**config.mk**
```make
export PLATFORM = sky130hd
export DESIGN_NAME = magnitude_search
export DESIGN_NICKNAME = d
export VERILOG_FILES = /design/src/rtl/magnitude_search.sv
export SDC_FILE = /design/constraint.sdc
export NUM_CORES = 1
export LEC_CHECK = 0
export BUFFER_PORTS_ARGS = -buffer_cell sky130_fd_sc_hd__buf_2
export CAP_MARGIN = 20
export CORE_ASPECT_RATIO = 0.75
export CORE_UTILIZATION = 55
export DETAILED_ROUTE_END_ITERATION = 12
export PLACE_DENSITY_LB_ADDON = 0.25
export RECOVER_POWER = 25
export SYNTH_ARGS = -nofsm -noshare
export SYNTH_HDL_FRONTEND = slang
export SYNTH_SLANG_ARGS = --single-unit
```
**constraint.sdc**
```tcl
create_clock -name clk -period 4.1 [get_ports clk]
set_input_delay 0.41 -clock clk [delete_from_list [all_inputs] [get_ports clk]]
set_output_delay 0.41 -clock clk [all_outputs]
set_load 0.02 [all_outputs]
```
**src/rtl/magnitude_search.sv**
```systemverilog
// Binary search driver for an external magnitude comparator: presents midpoint
// probes, narrows [lo, hi] from eq/gt/lt answers, reports the located value.
module magnitude_search #(
  parameter int W = 4,
  localparam int CW = ($clog2(W + 2) < 3) ? 3 : $clog2(W + 2)
) (
  input  logic          clk,
  input  logic          rst_n,
  input  logic          start,
  output logic [W-1:0]  probe,
  output logic          probe_valid,
  input  logic          resp_valid,
  input  logic          resp_eq,
  input  logic          resp_gt,
  input  logic          resp_lt,
  output logic [W-1:0]  result,
  output logic [CW-1:0] probe_cnt,
  output logic          busy,
  output logic          done,
  output logic          err,
  output logic [1:0]    fsm_state
);

  localparam logic [1:0] IDLE  = 2'd0;
  localparam logic [1:0] PROBE = 2'd1;
  localparam logic [1:0] DONE  = 2'd2;

  // Handshake: a response is taken on a rising edge only when probe_valid and
  // resp_valid are both high; probe holds steady for as long as the responder stalls.

  logic [1:0]   state_q;
  logic [W:0]   lo_q;
  logic [W:0]   hi_q;       // two's complement, may reach -1 after an lt on probe 0
  logic [W:0]   sum;
  logic [W-1:0] mid;
  logic [W:0]   lo_nxt;
  logic [W:0]   hi_nxt;
  logic [W:0]   new_lo;
  logic [W:0]   new_hi;
  logic         one_hot;
  logic         crossed;

  // Inside PROBE both bounds are non-negative and lo <= hi, so the sum fits W+1 bits.
  assign sum     = lo_q + hi_q;
  assign mid     = sum[W:1];
  assign lo_nxt  = {1'b0, mid} + (W+1)'(1);
  assign hi_nxt  = {1'b0, mid} - (W+1)'(1);
  assign new_lo  = resp_gt ? lo_nxt : lo_q;
  assign new_hi  = resp_lt ? hi_nxt : hi_q;
  assign one_hot = $onehot({resp_eq, resp_gt, resp_lt});
  assign crossed = $signed({1'b0, new_lo}) > $signed({new_hi[W], new_hi});

  assign busy        = (state_q == PROBE);
  assign done        = (state_q == DONE);
  assign probe_valid = busy;
  assign probe       = busy ? mid : '0;
  assign fsm_state   = state_q;

  always_ff @(posedge clk or negedge rst_n) begin
    if (!rst_n) begin
      state_q   <= IDLE;
      lo_q      <= '0;
      hi_q      <= '0;
      result    <= '0;
      probe_cnt <= '0;
      err       <= 1'b0;
    end else begin
      case (state_q)
        IDLE: begin
          if (start) begin
            lo_q      <= '0;
            hi_q      <= {1'b0, {W{1'b1}}};
            probe_cnt <= '0;
            err       <= 1'b0;
            state_q   <= PROBE;
          end
        end
        PROBE: begin
          if (resp_valid) begin
            probe_cnt <= probe_cnt + CW'(1);
            if (!one_hot) begin
              err     <= 1'b1;
              state_q <= DONE;
            end else if (resp_eq) begin
              result  <= mid;
              err     <= 1'b0;
              state_q <= DONE;
            end else begin
              lo_q <= new_lo;
              hi_q <= new_hi;
              if (crossed) begin
                err     <= 1'b1;
                state_q <= DONE;
              end
            end
          end
        end
        DONE:    state_q <= IDLE;
        default: state_q <= IDLE;
      endcase
    end
  end

endmodule

```
==> flow_summary.json, run 1 <==
{
  "path_class": "reg2reg",
  "area_growth_pct": 12.5,
  "htree_num_levels": 1,
  "crit_start": "hi_q[1]",
  "cts_tree": "done",
  "status": "complete, no violations",
  "worstPathRequired_ns": 4.29,
  "viasPerCell": 5.81,
  "rsz0062_at_grt": "false",
  "gp_congestion": 0.926,
  "grt_pass1_vias": 1073,
  "setup_ws_ns": 0.719,
  "place_inst": 195,
  "highest_layer": "met4",
  "seq_area_frac_synth": 0.367,
  "cts_resized": 0,
  "rr_worst_depth": 13,
  "row_count": 15,
  "crit_end": "err",
  "fin_cells": 199,
  "yosys_warnings": 0,
  "fin_setup_tns_ns": 0,
  "skew_ns": 0.00400,
  "vdd_drop_max_mv": 0.366,
  "overflow": 0,
  "grt_pass1_wl_mm": 4.91,
  "synth_nets": 163,
  "met2_length_mm": 1.49,
  "avgSynthCellArea_um2": 9.55,
  "hold_buffers": 0,
  "clock_sinks": 20,
  "finalCritPeriodShare": 0.825,
  "root_buffer": "clkbuf_4",
  "tightest_slew_ns": 1.06,
  "initial_utilization": 0.587,
  "r2r_setup_slack_ns": 0.72,
  "vias": 1157,
  "worstSkewPairLatency_ns": 0.30,
  "die_h_um": 45.1,
  "r2r-start": "hi_q[1]",
  "worst-path-buf-inv": 2,
  "slew_headroom": 0.292,
  "fin_crit_ns": 3.38,
  "fmax_mhz": 296,
  "critPathArrivalTime_ns": 3.58,
  "drc": 0,
  "nNetsFinal": 186,
  "slowest_delay_ns": 0.43,
  "maxCapViolations": 0,
  "endpoint_kind": "flop",
  "numCtsBuffers": 3,
  "ys_seq_elements": 20,
  "final_area_um2": 1540,
  "path_max_fanout": 4,
  "num_io_pins": 24,
  "antenna_found_initial": 0,
  "syn_inst": 143,
  "hold_path.class": "in2async",
  "io_buffers": 23,
  "clk_path_buf_depth": 2,
  "drt_iter0_drc": 56,
  "yosysUniqueCellTypes": 41,
  "grtUsageTotal": 0.252,
  "p_leak_nw": 0.720,
  "cellPowerDensity_nw_per_um2": 649,
  "syn-cell-area_um2": 1370,
  "hold_viol": 0,
  "final_util": 0.660,
  "die_w_um": 59.5,
  "drt-wirelength-per-cell_um": 15.4,
  "crit_path_start_kind": "flop",
  "dp_hpwl_mm": 2.41,
  "path_delay_family": "adder cells",
  "coreArea_um2": 2330,
  "slew_violations": 0,
  "post_dp_cell_area_um2": 1500,
  "reg2reg_to": "err",
  "postRouteAntennaNets": 0,
  "cpMaxStageDelayCell": "fa_1",
  "drt_wl_total_mm": 3.06,
  "grt_max_degree": 21,
  "setup_viol": 0,
  "route.met3.wl_um": 233,
  "pre_cts_ws_ns": 0.843,
  "postCtsSetupRepairBufs": 0,
  "crit_cells": 13,
  "path_cells": "inv_1, fa_1, xor2_1, inv_1, and3_2, xor2_1, mux2_2, ha_1, a21oi_1, o21ai_0, a21oi_1, a31oi_1, mux2_1",
  "dieArea_um2": 2690,
  "drt_pass1_iterations": 5,
  "m1WireLength_mm": 1.31,
  "layout-drive-gt1-share": 0.236,
  "diodes": 0,
  "clk_pin_slew_worst_paths_ns": 0.11
}
-- cell families after synthesis --
kind of cell / Yosys count / synth area share
compound gates: 34 / 0.160
xor+xnor: 8 / 0.0568
fa+ha+maj: 13 / 0.130
buf+inv: 18 / 0.0522
flops: 20 / 0.367
mux: 10 / 0.0797
simple gates: 40 / 0.154
-- worst min-delay path by stage --
stage,startpoint,to,cells past startpoint
2_1_floorplan,rst_n,err,0
3_3_place_gp,rst_n,probe_cnt[0],1
3_5_place_dp,rst_n,probe_cnt[0],1
4_1_cts,rst_n,err,1
5_1_grt,rst_n,err,1
6_report,rst_n,probe_cnt[1],1
-- synthesized netlist by cell type --
library cell / n / share of area
nor4_2: 1 / 0.0092
mux2_1: 1 / 0.0082
and2_1: 1 / 0.0046
nand2_1: 11 / 0.030
nand4_1: 2 / 0.0092
nor2b_1: 1 / 0.0046
o31a_1: 1 / 0.0064
or3b_1: 1 / 0.0064
dfrtp_1: 20 / 0.37
a221o_1: 1 / 0.0073
or2_0: 1 / 0.0046
xnor2_2: 1 / 0.012
a31o_1: 1 / 0.0064
o32a_1: 1 / 0.0073
o21ai_1: 1 / 0.0037
a21oi_2: 1 / 0.0064
fa_1: 2 / 0.029
o22a_1: 1 / 0.0064
a2bb2oi_1: 1 / 0.0064
or2_1: 2 / 0.0092
mux2_2: 6 / 0.049
inv_1: 13 / 0.036
o21ai_0: 9 / 0.033
a21boi_1: 1 / 0.0055
and2_2: 1 / 0.0055
or3_4: 1 / 0.0082
nor2_1: 11 / 0.030
a31oi_1: 2 / 0.0092
clkbuf_1: 4 / 0.011
xor2_1: 3 / 0.019
nand2b_1: 3 / 0.014
buf_4: 1 / 0.0055
nor3_1: 2 / 0.0073
o31ai_1: 1 / 0.0055
and3_2: 2 / 0.011
ha_1: 11 / 0.10
a21oi_1: 9 / 0.033
a32o_1: 2 / 0.015
mux2i_1: 3 / 0.022
o22ai_1: 2 / 0.0092
xnor2_1: 4 / 0.026
-- cells in the final DEF, fill, tap and decap left out, drive strengths merged, types with 5 or more instances in the layout --
master / n
a21oi: 10
buf: 22
clkbuf: 5
dfrtp: 20
ha: 11
inv: 13
mux2: 7
nand2: 11
nor2: 11
o21ai: 10
xnor2: 5
-- worst reg2reg max path, stage by stage (launching register included) --
cell,delay (ns)
dfrtp_1,0.42
inv_1,0.08
fa_1,0.43
xor2_1,0.36
inv_1,0.15
and3_2,0.24
xor2_1,0.15
mux2_2,0.30
ha_1,0.33
a21oi_1,0.15
o21ai_0,0.09
a21oi_1,0.16
a31oi_1,0.11
mux2_1,0.31
-- registers in the layout, indices dropped and copies added, names as in the netlist --
register	flops
hi_q	5
lo_q	5
result	4
probe_cnt	3
fsm_state	2
err	1
-- metal layers --
layer	vias up	track usage
met5	-	0
met4	0	0.0884
met3	7	0.0544
met2	51	0.409
met1	558	0.336
li1	541	-
-- metrics by stage --
stage	hold slack, ns	power, mW
finish	0.266	0.997
detailed placement	0.378	0.885
global route	0.350	1.07
global placement	0.377	0.864
CTS	0.0394	1.00
floorplan	0.114	0.725
-- layout make-up --
class,instances,area [µm²]
repair buffers,23,114
multi-input cells,105,793
flip-flops and latches,20,500
inverters,13,48.8
well taps,34,42.5
clock buffers,4,36.3
fillers,201,792
-- power by group --
| group | internal (mW) | total, mW | switching (mW) |
|---|---|---|---|
| Combinational | 0.229 | 0.585 | 0.355 |
| Sequential | 0.251 | 0.299 | 0.0484 |
| Clock | 0.0542 | 0.113 | 0.0589 |
| Total | 0.534 | 0.997 | 0.463 |
(Power assumes the default switching activity.)
==> run 2, diff against run 1 <==
--- a/config.mk
+++ b/config.mk
@@ -8,7 +8,7 @@
 export BUFFER_PORTS_ARGS = -buffer_cell sky130_fd_sc_hd__buf_2
 export CAP_MARGIN = 20
 export CORE_ASPECT_RATIO = 0.75
-export CORE_UTILIZATION = 55
+export CORE_UTILIZATION = 50
 export DETAILED_ROUTE_END_ITERATION = 12
 export PLACE_DENSITY_LB_ADDON = 0.25
 export RECOVER_POWER = 25
==> constraint.sdc (replaced) <==
create_clock -name clk -period 3 [get_ports clk]
set_input_delay 0.3 -clock clk [delete_from_list [all_inputs] [get_ports clk]]
set_output_delay 0.3 -clock clk [all_outputs]
set_load 0.02 [all_outputs]
==> flow_summary.json, run 2 (same netlist as run 1, synthesis figures left out) <==
{
  "status": "finished with violations",
  "violations": "negative setup slack",
  "fin_crit_ns": 3.08,
  "critPathMostFrequentCell": "a21oi_2",
  "crit_path_start_kind": "flop",
  "finalCritPeriodShare": 1.03,
  "clock_sinks": 20,
  "initial_utilization": 0.525,
  "worstPathRequired_ns": 3.20,
  "slowest_delay_ns": 0.43,
  "io_buffers": 23,
  "crit_cells": 13,
  "dp_hpwl_mm": 2.54,
  "whs_ns": 0.226,
  "grtUsageTotal": 0.262,
  "path_cells": "ha_1, a31o_1, a21oi_2, xnor2_2, and3_4, xor2_2, mux2_4, ha_4, nand2_2, o21ai_2, a21oi_2, a31oi_1, mux2_1",
  "htree_num_levels": 1,
  "viasPerCell": 5.64,
  "cellPowerDensity_nw_per_um2": 937,
  "layout-drive-gt1-share": 0.404,
  "setup_viol": 1,
  "p_leak_nw": 0.844,
  "reg_top3": "hi_q: 5 flops, lo_q: 5 flops, result: 4 flops",
  "die_w_um": 62.3,
  "nNetsFinal": 204,
  "cts_tree": "done",
  "grt_pass1_wl_mm": 5.61,
  "path_class": "reg2reg",
  "slew_headroom": 0.273,
  "drt_wl_total_mm": 3.61,
  "final_area_um2": 1800,
  "root_buffer": "clkbuf_4",
  "skew_ns": 0.0224,
  "setup_ws_ns": -0.0771,
  "final_util": 0.691,
  "diodes": 0,
  "seq_area_um2": 500,
  "drt_iter0_drc": 57,
  "postRouteAntennaNets": 0,
  "clk_pin_slew_worst_paths_ns": 0.13,
  "mostFrequentLayoutCells": "buf_2 (22), dfrtp_1 (20), buf_4 (16)",
  "fin_cells": 219,
  "antenna_found_initial": 0,
  "fmax_mhz": 325,
  "dieArea_um2": 2950,
  "row_count": 16,
  "finalPower_mw": 1.68,
  "rr_worst_depth": 13,
  "drc": 0,
  "final_common_cell": "buf_2",
  "gp_congestion": 0.913,
  "vdd_drop_max_mv": 0.455,
  "rsz0062_at_grt": "true",
  "place_inst": 210,
  "path_delay_family": "compound AO/OA/AOI/OAI gates",
  "die_h_um": 47.3,
  "drt_pass1_iterations": 4,
  "endpoint_kind": "flop",
  "slew_violations": 0,
  "critPathArrivalTime_ns": 3.28,
  "hold_path.class": "in2reg",
  "worstSkewPairLatency_ns": 0.33,
  "multi_input_area_um2": 912,
  "cpMaxStageDelayCell": "dfrtp_1",
  "fin_setup_tns_ns": -0.0771,
  "drt-wirelength-per-cell_um": 16.5,
  "vias": 1236,
  "coreArea_um2": 2600,
  "overflow": 0,
  "grt_pass1_vias": 1153,
  "post_dp_cell_area_um2": 1610,
  "final.fill_count": 212,
  "hold_depth": 3,
  "path_max_fanout": 3,
  "tightest_slew_ns": 1.09,
  "grt_max_degree": 21,
  "pre_cts_ws_ns": -0.175,
  "hold_viol": 0,
  "worst-path-buf-inv": 0,
  "clk_path_buf_depth": 2,
  "maxCapViolations": 0,
  "numCtsBuffers": 3,
  "num_io_pins": 24,
  "area_growth_pct": 31.7
}
run 2: power by group:
group	internal (mW)	switching, mW
logic	0.501	0.610
clock network	0.0744	0.0927
registers	0.343	0.0642
total	0.918	0.767
run 2: final timing paths:
kind,end,startpoint,slack [ns]
min in group asynchronous,probe_cnt[2],rst_n,0.67
worst min register to register,err,err,0.51
worst min-delay path,fsm_state[0],start,0.23
max in group asynchronous,result[3],rst_n,1.65
worst max register to register,err,hi_q[1],-0.08
worst max-delay path,err,hi_q[1],-0.08
run 2: area by class of cell:
cell class                 instances  area share
clock buffer                       4      0.0202
inverter                          13      0.0271
multi-input combinational        105       0.507
sequential                        20       0.278
tap                               36      0.0251
timing repair buffer              41       0.142
run 2: worst reg2reg max path, stage by stage (launching register included):
cell     delay (ns)
dfrtp_1        0.43
ha_1           0.28
a31o_1         0.22
a21oi_2        0.20
xnor2_2        0.16
and3_4         0.23
xor2_2         0.07
mux2_4         0.28
ha_4           0.29
nand2_2        0.06
o21ai_2        0.13
a21oi_2        0.07
a31oi_1        0.19
mux2_1         0.34
run 2: routing by layer:
metal	GRT usage	wire, µm
met5	0	0
met4	0.0930	38
met3	0.0534	272
met2	0.453	1670
met1	0.340	1630
run 2: what timing repair did:
action | 4_1_cts | 5_1_grt
hold endpoints to repair | 20 | 0
setup endpoints to repair | 3 | 3
hold buffers | 1 | 0
buffers inserted | 2 | 2
pin swaps | 14 | 13
gates resized for setup | 15 | 8
==> run 3, diff against run 2 <==
--- a/config.mk
+++ b/config.mk
@@ -7,8 +7,10 @@
 export LEC_CHECK = 0
 export BUFFER_PORTS_ARGS = -buffer_cell sky130_fd_sc_hd__buf_2
 export CAP_MARGIN = 20
+export CELL_PAD_IN_SITES_DETAIL_PLACEMENT = 1
+export CELL_PAD_IN_SITES_GLOBAL_PLACEMENT = 2
 export CORE_ASPECT_RATIO = 0.75
-export CORE_UTILIZATION = 50
+export CORE_UTILIZATION = 31
 export DETAILED_ROUTE_END_ITERATION = 12
 export PLACE_DENSITY_LB_ADDON = 0.25
 export RECOVER_POWER = 25
==> flow_summary.json, run 3 (same netlist as run 1, synthesis figures left out) <==
{
  "drt_iter0_drc": 51,
  "root_buffer": "clkbuf_8",
  "rsz0062_at_grt": "true",
  "maxCapViolations": 0,
  "initial_utilization": 0.331,
  "mostFrequentLayoutCells": "buf_2 (22), dfrtp_1 (20), buf_4 (18)",
  "gp_congestion": 0.920,
  "drt_pass1_iterations": 4,
  "coreArea_um2": 4130,
  "numCtsBuffers": 3,
  "clock_sinks": 20,
  "vias": 1213,
  "cpMaxStageDelayCell": "dfrtp_1",
  "setup_viol": 1,
  "multi_input_area_um2": 900,
  "antenna_found_initial": 0,
  "clk_pin_slew_worst_paths_ns": 0.08,
  "path_delay_family": "compound AO/OA/AOI/OAI gates",
  "slew_headroom": 0.210,
  "dp_hpwl_mm": 3.05,
  "die_w_um": 78.6,
  "drt-wirelength-per-cell_um": 17.1,
  "slew_violations": 0,
  "dieArea_um2": 4680,
  "tightest_slew_ns": 1.19,
  "setup_ws_ns": -0.0775,
  "path_cells": "ha_1, a31o_1, a21oi_2, xnor2_2, and3_4, xor2_1, mux2_4, ha_4, nand2_1, o21ai_1, a21oi_1, a31oi_1, mux2_1",
  "pre_cts_ws_ns": -0.158,
  "worst-path-buf-inv": 0,
  "finalCritPeriodShare": 1.03,
  "die_h_um": 59.5,
  "fmax_mhz": 325,
  "slowest_delay_ns": 0.41,
  "hold_viol": 0,
  "num_io_pins": 24,
  "vdd_drop_max_mv": 0.294,
  "path_class": "reg2reg",
  "viasPerCell": 5.12,
  "overflow": 0,
  "worstPathRequired_ns": 3.14,
  "grt_pass1_wl_mm": 6.32,
  "endpoint_kind": "flop",
  "whs_ns": 0.255,
  "final.fill_count": 479,
  "row_count": 20,
  "drt_wl_total_mm": 4.05,
  "cellPowerDensity_nw_per_um2": 910,
  "hold_path.class": "in2async",
  "worstSkewPairLatency_ns": 0.26,
  "final_common_cell": "buf_2",
  "final_util": 0.438,
  "area_growth_pct": 32.4,
  "diodes": 0,
  "critPathArrivalTime_ns": 3.22,
  "layout-drive-gt1-share": 0.385,
  "crit_path_start_kind": "flop",
  "reg_top3": "hi_q: 5 flops, lo_q: 5 flops, result: 4 flops",
  "nNetsFinal": 204,
  "cts_tree": "done",
  "finalPower_mw": 1.65,
  "htree_num_levels": 1,
  "path_max_fanout": 3,
  "status": "finished with violations",
  "skew_ns": 0.00394,
  "grt_max_degree": 21,
  "io_buffers": 23,
  "hold_buffers": 0,
  "grtUsageTotal": 0.181,
  "seq_area_um2": 500,
  "clk_path_buf_depth": 2,
  "p_leak_nw": 0.854,
  "grt_pass1_vias": 1202,
  "fin_crit_ns": 3.08,
  "postRouteAntennaNets": 0,
  "violations": "negative setup slack",
  "drc": 0
}
run 3: cell count changes in the layout (fill, tap and decap cells not counted), moves of 2 or more:
cell      change
a21oi_2       -2
clkbuf_8      +2
a21oi_1       +2
buf_4         +2
xor2_2        -2
clkbuf_4      -3
run 3: per-stage QoR:
step	setup TNS [ns]	cells	cell area [µm²]
floorplan	0	143	1370
global placement	-0.0936	232	1650
detailed placement	-0.217	232	1650
CTS	0	236	1780
global route	-0.238	237	1810
finish	-0.0775	237	1810
run 3: path summary, 6_finish.rpt:
kind                       depth (start not counted)      start      endpoint  slack [ns]
max                                               13    hi_q[1]           err       -0.08
min                                                1      rst_n  probe_cnt[2]        0.25
max reg2reg                                       13    hi_q[1]           err       -0.08
min reg2reg                                        1  result[3]     result[3]        0.50
max in group asynchronous                          1      rst_n       hi_q[4]        2.04
min in group clk                                   3      start  fsm_state[0]        0.31
run 3: report_power, final:
part           switching, mW  total [mW]  internal (mW)
registers             0.0674       0.411          0.343
logic                  0.590        1.05          0.463
clock network         0.0923       0.182         0.0896
total                  0.750        1.65          0.896
run 3: what timing repair did:
action	in CTS	in global routing
hold endpoints to repair	0	0
pin swaps	9	11
setup endpoints to repair	2	3
resized for setup	16	3
buffers inserted	1	1
run 3: layout make-up:
class / count / share of cell area
Inverter: 13 / 0.0270
Tap cell: 55 / 0.0381
Clock buffer: 3 / 0.0228
Timing Repair Buffer: 41 / 0.138
Multi-Input combinational cell: 105 / 0.498
Sequential cell: 20 / 0.277
run 3: metal layers:
| layer | up-vias | part of all wire | GRT usage |
|---|---|---|---|
| met3 | 2 | 0.041 | 0.0354 |
| li1 | 582 | - | - |
| met2 | 27 | 0.47 | 0.293 |
| met4 | 0 | 0.0025 | 0.0238 |
| met1 | 602 | 0.49 | 0.256 |
| met5 | - | 0 | 0 |
